### config.mk
export PLATFORM = sky130hd
export DESIGN_NAME = seq_mult
export DESIGN_NICKNAME = d
export VERILOG_FILES = /design/src/rtl/mult_pkg.sv /design/src/rtl/iter_counter.sv /design/src/rtl/seq_mult.sv
export SDC_FILE = /design/constraint.sdc
export NUM_CORES = 1
export LEC_CHECK = 0
export CORE_ASPECT_RATIO = 1.2
export CORE_MARGIN = 1.5
export CORE_UTILIZATION = 55
export CTS_CLUSTER_SIZE = 8
export DETAILED_ROUTE_END_ITERATION = 7
export GPL_ROUTABILITY_DRIVEN = 0
export PLACE_DENSITY = 0.81
export SKIP_CTS_REPAIR_TIMING = 1
export SLEW_MARGIN = 20
export SYNTH_ARGS = -nofsm -noshare
export SYNTH_HDL_FRONTEND = slang
export SYNTH_HIERARCHICAL = 1
export SYNTH_SLANG_ARGS = --single-unit
### constraint.sdc
create_clock -name clk -period 4.9 [get_ports clk]
set_clock_uncertainty 0.1 [all_clocks]
set_input_delay 0.735 -clock clk [delete_from_list [all_inputs] [get_ports clk]]
set_output_delay 0.735 -clock clk [all_outputs]
set_load 0.005 [all_outputs]
### src/rtl/mult_pkg.sv
// Shared types and helpers for the sequential shift-add multiplier.
package mult_pkg;

  typedef enum logic {
    IDLE = 1'b0,
    STEP = 1'b1
  } state_t;

  localparam int WIDTH_MIN = 2;
  localparam int WIDTH_MAX = 32;

  // Number of bits needed to hold values 0 .. value-1.
  function automatic int clog2(input int value);
    int res;
    res = 0;
    for (int i = 0; i < 32; i++) begin
      if ((64'd1 << i) < 64'(value)) begin
        res = i + 1;
      end
    end
    return res;
  endfunction

endpackage

### src/rtl/iter_counter.sv
// Up-counter with synchronous clear and enable; tc flags the count equal to LIMIT.
module iter_counter #(
  parameter int CW    = 4,
  parameter int LIMIT = 7
) (
  input  logic clk,
  input  logic rst,
  input  logic clr,
  input  logic en,
  output logic tc
);

  localparam logic [CW-1:0] LIMIT_V = CW'(LIMIT);
  localparam logic [CW-1:0] ONE_V   = CW'(1);

  logic [CW-1:0] cnt_r;

  // Iteration count register.
  always_ff @(posedge clk or posedge rst) begin
    if (rst) begin
      cnt_r <= '0;
    end else if (clr) begin
      cnt_r <= '0;
    end else if (en) begin
      cnt_r <= cnt_r + ONE_V;
    end
  end

  assign tc = (cnt_r == LIMIT_V);

endmodule

### src/rtl/seq_mult.sv
// Sequential shift-add unsigned multiplier with start/done handshake.
// Optional ZERO_SKIP_EN: a zero operand completes at the accepting edge.
module seq_mult
  import mult_pkg::*;
#(
  parameter int WIDTH = 8
) (
  input  logic               clk,
  input  logic               rst,
  input  logic               start,
  input  logic [WIDTH-1:0]   a,
  input  logic [WIDTH-1:0]   b,
  output logic               busy,
  output logic               done,
  output logic [2*WIDTH-1:0] product
);

  localparam int CNT_W = clog2(WIDTH + 1);

  if (WIDTH < WIDTH_MIN || WIDTH > WIDTH_MAX) begin : g_width_check
    $error("seq_mult: WIDTH out of range");
  end

  state_t               state_r;
  logic [WIDTH-1:0]     m_r;
  logic [WIDTH:0]       r_r;
  logic [WIDTH-1:0]     q_r;
  logic                 busy_r;
  logic                 done_r;
  logic [2*WIDTH-1:0]   product_r;

  logic                 accept_s;
  logic                 step_s;
  logic                 last_s;
  logic                 skip_s;
  logic [WIDTH:0]       sum_s;

  assign accept_s = (state_r == IDLE) && start;
  assign step_s   = (state_r == STEP);

`ifdef ZERO_SKIP_EN
  assign skip_s = (a == '0) || (b == '0);
`else
  assign skip_s = 1'b0;
`endif

  iter_counter #(
    .CW    (CNT_W),
    .LIMIT (WIDTH - 1)
  ) u_iter_counter (
    .clk (clk),
    .rst (rst),
    .clr (accept_s),
    .en  (step_s),
    .tc  (last_s)
  );

  // Conditional add of the multiplicand; R's top bit absorbs the carry.
  always_comb begin
    sum_s = r_r;
    if (q_r[0]) begin
      sum_s = r_r + {1'b0, m_r};
    end else begin
      sum_s = r_r;
    end
  end

  // Control FSM, datapath registers and result register.
  always_ff @(posedge clk or posedge rst) begin
    if (rst) begin
      state_r   <= IDLE;
      m_r       <= '0;
      r_r       <= '0;
      q_r       <= '0;
      busy_r    <= 1'b0;
      done_r    <= 1'b0;
      product_r <= '0;
    end else begin
      case (state_r)
        IDLE: begin
          if (start && skip_s) begin
            product_r <= '0;
            done_r    <= 1'b1;
          end else if (start) begin
            m_r     <= a;
            q_r     <= b;
            r_r     <= '0;
            done_r  <= 1'b0;
            busy_r  <= 1'b1;
            state_r <= STEP;
          end
        end
        STEP: begin
          // {R,Q} shifts right by one after the add; the product is taken post-shift.
          r_r <= {1'b0, sum_s[WIDTH:1]};
          q_r <= {sum_s[0], q_r[WIDTH-1:1]};
          if (last_s) begin
            product_r <= {sum_s, q_r[WIDTH-1:1]};
            done_r    <= 1'b1;
            busy_r    <= 1'b0;
            state_r   <= IDLE;
          end
        end
        default: begin
          busy_r  <= 1'b0;
          state_r <= IDLE;
        end
      endcase
    end
  end

  assign busy    = busy_r;
  assign done    = done_r;
  assign product = product_r;

endmodule

* Word-level counts from Yosys, hierarchy flattened
Index checks and enable logic that the tools add are counted.
** Word-level totals
- ROM bits :: 0
- Bits in registers :: 48
- Memories kept :: 0
- Memory bits (writable) :: 0
- Logic and storage cells :: 37
- Output and inout port bits :: 18
- Bits in latches :: 0
** Cells by class
- Shift-type cells :: 0
- Multipliers :: 0
- Magnitude comparators :: 0
- Eq/ne operators :: 3
- Multiplexer cells :: 18
- Reduce and logical (&&, ||, !) cells :: 5
- Div/mod/pow operators :: 0
- Add/sub/neg operators :: 2
- Bitwise gates (word level) :: 1
** Operators by type and width (count)
- two-way mux 16 bit :: 2
- two-way mux 9 bit :: 2
- one-hot mux 9 bit (2 select lines) :: 1
- one-hot mux 8 bit (2 select lines) :: 1
- adder 9 x 8 -> 9 bit :: 1
- two-way mux 4 bit :: 2
- two-way mux 8 bit :: 1
- two-way mux 1 bit :: 6
- one-hot mux 1 bit (2 select lines) :: 3
- AND reduction 2 bit :: 3
- adder 4 x 1 -> 4 bit, second input constant :: 1
- == test 4 x 3 -> 1 bit, second input constant :: 1
- != test 2 x 1 -> 1 bit, second input constant :: 1
- != test 2 bit, second input constant :: 1
- nonzero test 2 bit :: 1
- logical AND 1 bit :: 1
- NOT 1 bit :: 1

* Logic depth before layout (Yosys ltp)
- Depth after elaboration :: 4
- Mapped depth :: 8
- Gate-level depth less buffers :: 7

* By module
Netlist, hierarchy kept.
** Modules (own cells, without submodules)
- seq_mult :: seq. area each 1076.0 um^2, instances 1, cells each 217, area each 2165.8 um^2
- iter_counter :: seq. area each 100.1 um^2, instances 1, cells each 19, area each 203.9 um^2

* Least setup slack after synthesis
No wires, ideal clock.
- Path kind :: register to register
- Start :: reg r_r[0]
- End :: reg r_r[5]
- Cell stages (with the launch flop) :: 7
- Slack :: 2793 ps
- Arrival :: 1881 ps
- Data required time :: 4674 ps
- Clock period less this slack :: 2107 ps
- Library setup time :: 126 ps
- Cells stage by stage :: dfrtp_1 -> ha_1 -> fa_1 -> a21o_1 -> a221oi_4 -> mux2i_1 -> a311o_1
** Between the ends
- Longest elaborated chain between the ends :: 3
** RTL lines
- from (decl) :: line seq_mult.sv:26 : logic [WIDTH:0] r_r;
- from (signal assigned) :: line seq_mult.sv:95 : r_r <= {1'b0, sum_s[WIDTH:1]};
- adder 9 x 8 -> 9 bit :: line seq_mult.sv:62 : sum_s = r_r + {1'b0, m_r};
- two-way mux 9 bit :: line seq_mult.sv:61 : if (q_r[0]) begin
- one-hot mux 9 bit (2 select lines) :: line seq_mult.sv:79 : case (state_r)
No other way between the ends.
A chain may end at the register's enable or synchronous reset.

* Final worst setup path
- Start :: in start
- End :: reg m_r[2]
** Between the ends
- Longest elaborated chain between the ends :: 1
** RTL lines
- from (decl) :: line seq_mult.sv:10 : input logic start,
- AND reduction 2 bit (no line)
- to (signal assigned) :: line seq_mult.sv:72 : m_r <= '0;
- to (signal assigned) :: line seq_mult.sv:85 : m_r <= a;
- to (decl) :: line seq_mult.sv:25 : logic [WIDTH-1:0] m_r;
No other way between the ends.

==> results.yml <==
clocking:
  clockRootBuffer: "clkbuf_8"
  path_clk_slew_ns: 0.08
  htree_num_levels: 2
  cts_tree: "done"
  cts.path.max_buffers: 2
  cts_made_buffers: 5
  clk-insertion-delay-late_ns: 0.31
  numClockSinks: 47
synth:
  ys_seq_area_share_pct: 49.6
  syn_area_sq_um: 2370
  synth-main-ff-cell: "dfrtp_1"
  ys_ff_latch: 47
  synth_adder_area_share_pct: 5.60
  synthXorXnorAreaFrac_pct: 1.85
  synth_nets: 265
  synth_edf_count: 0
  synth_cell_types: 36
  syn_avg_cell_area_sq_um: 10.0
  synth_compound_area_share_pct: 13.3
  async_reset_ff_share_pct: 100
  synth_top_family_by_area: "simple AND/OR/NAND/NOR gates"
  synthSimpleGateAreaFrac_pct: 16.5
  synth_warnings: 6
  synthMuxAreaShare_pct: 10.3
  synthesis.instances: 236
pwr:
  finalPower_mw: 1.88
  p_sw_mw: 0.723
  seqPwrFrac_pct: 37.9
  p_comb_share_pct: 46.3
  power_frac_clock_pct: 15.8
  p_per_area_nw_per_um2: 651
  internal_power_mw: 1.16
  vdd_drop_max_mv: 0.359
  power.leakage_nw: 1.35
  switching_share_pct: 38.4
timing:
  finalCritPeriodShare_pct: 58.7
  whs_ns: 0.381
  max_freq_ghz: 0.348
  fin_crit_ns: 2.88
  hold_viol: 0
  rsz0062_at_grt: "no"
  finalMaxSlewViolations: 0
  fin_setup_tns_ns: 0
  max_slew_margin_pct: 43.4
  tightest_slew_ns: 0.847
  finalSetupViolCount: 0
detailed_routing:
  ant_nets: 0
  via_per_inst: 5.64
  num_vias: 1834
  wl_per_cell_um: 15.6
  drc_errors: 0
  totalWireLength_um: 5070
  dr.pass1.iters: 5
  drt_iter0_drc: 123
global_route:
  grt_pass1_vias: 1793
  grt_overflow_total: 0
  grt_max_degree: 35
  grt_pass1_wl_um: 8580
  antenna_found_initial: 0
  track_usage_pct: 24.0
placement:
  numPortBuffers: 36
  dp_hpwl_um: 3550
setup_path:
  criticalPathCategory: "in -> reg"
  worstSetupStartpoint: "start"
  cp-start-kind: "input port"
  endpoint_kind: "register"
  rr_endpoint: "r_r[5]"
  crit_fanout: 18
  reg2reg_depth: 6
  critPathRequiredTime_ns: 4.99
  rrSetupSlack_ns: 2.60
  rr_startpoint: "r_r[0]"
  worstPathArrival_ns: 2.96
  crit_path_end: "m_r[2]"
die:
  dieArea_sq_um: 4710
  start_util_pct: 58.7
  placementRows: 25
  die_h_um: 74.9
  pin_count: 37
  core_area_sq_um: 4040
  die_x_um: 62.9
worst_hold_path:
  hold_path_class: "reg -> reg"
finish:
  num-nets-final: 299
  syn_to_final_growth_pct: 22.1
  post-route-util_pct: 71.7
  antennaDiodeCount: 0
  drive_above_1_share_pct: 5.90
run_status:
  status: "finished, final reports clean"
job:
  cap_violations: 0
-- power groups by stage --
| stage | logic [mW] | registers [mW] | clock network [mW] |
|---|---|---|---|
| after floorplan | 0.611 | 0.675 | 0 |
| after global placement | 0.833 | 0.715 | 0 |
| after detailed placement | 0.864 | 0.721 | 0 |
| after CTS | 0.872 | 0.713 | 0.303 |
| after global routing | 0.977 | 0.739 | 0.313 |
| final | 0.872 | 0.713 | 0.298 |
-- cells in the mapped netlist, types with 4 or more instances --
library cell | number | area share [%]
dfrtp_1 | 47 | 50
nand2_1 | 40 | 6.3
mux2i_1 | 14 | 5.9
o21ai_1 | 14 | 3.0
a21oi_1 | 12 | 2.5
nor2_1 | 12 | 1.9
clkbuf_1 | 11 | 1.7
ha_1 | 9 | 4.8
mux2_1 | 8 | 3.8
o21ai_0 | 8 | 1.7
a31oi_1 | 6 | 1.6
and3_1 | 5 | 1.3
nand3_1 | 5 | 1.1
nor2b_1 | 5 | 1.3
nor3b_1 | 5 | 1.6
a21o_1 | 4 | 1.3
inv_1 | 4 | 0.63
-- worst min-delay path by stage --
stage	startpoint	end	cells after the start
floorplan	q_r[7]	product[6]	2
global placement	product[6]	product[6]	2
detailed placement	product[4]	product[4]	2
CTS	product[4]	product[4]	2
global route	product[5]	product[5]	2
finish	product[5]	product[5]	2
-- state kept, by name, summed over array words and instances (netlist names) --
| signal | count |
|---|---|
| q_r | 8 |
| product | 16 |
| m_r | 8 |
| state_r | 1 |
| busy | 1 |
| u_iter_counter/cnt_r | 4 |
| r_r | 8 |
| done | 1 |
-- worst max-delay path: stages --
cell and delay (ns):
clkdlybuf4s50_1 1.02, nor2b_1 0.58, buf_4 0.29, mux2_1 0.34
-- cells by family after synthesis --
kind of cell,after synthesis
multiplexers,23
buffers and inverters,17
adder cells (fa/ha/maj),10
flip-flops,47
AND/OR/NAND/NOR,83
XOR/XNOR,5
AO/OA/AOI/OAI,51
-- final cells by class --
class,instances,area [sq um]
flip-flops and latches,47,1180
fillers,300,1140
multi-input cells,172,1130
repair buffers,40,390
clock buffers,6,82.6
well taps,54,67.6
clock inverters,2,35.0
inverters,4,15.0
-- cell usage in the layout, fill, tap and decap left out --
| cell | count |
|---|---|
| a311o_1 | 1 |
| nand4_1 | 1 |
| bufinv_16 | 1 |
| mux2i_1 | 14 |
| nor2b_1 | 5 |
| o21ai_0 | 8 |
| a21o_1 | 4 |
| mux2_4 | 1 |
| a211oi_1 | 2 |
| mux2_1 | 8 |
| clkbuf_8 | 6 |
| nand2b_1 | 3 |
| a221oi_4 | 1 |
| clkdlybuf4s50_1 | 36 |
| inv_1 | 4 |
| and2_1 | 1 |
| o21ai_1 | 14 |
| clkinv_2 | 1 |
| a21bo_2 | 1 |
| nand2_1 | 40 |
| buf_4 | 4 |
| o211ai_1 | 1 |
| a211o_1 | 1 |
| nor3b_1 | 5 |
| fa_1 | 1 |
| or4_1 | 1 |
| dfrtp_1 | 47 |
| a31oi_1 | 6 |
| nor2_1 | 12 |
| and3_2 | 1 |
| xnor2_1 | 3 |
| nor3_1 | 2 |
| or3_1 | 1 |
| nand3_1 | 5 |
| and3_1 | 5 |
| ha_1 | 9 |
| a21oi_1 | 12 |
| nand3b_1 | 1 |
| xor2_1 | 2 |
-- metal layers --
metal / part of all wire, % / track usage [%]
met1: 42 / 29.8
met4: 2.1 / 8.89
met2: 50 / 41.4
met3: 5.8 / 5.83
met5: 0 / 0
-- stage by stage --
step,cells,setup WS [ns],cell area [sq um]
final,325,2.02,2890
after global routing,325,1.90,2890
after CTS,325,2.02,2890
after detailed placement,317,1.69,2780
after global placement,317,1.76,2780
after floorplan,236,2.79,2370
(Power assumes the default switching activity.)
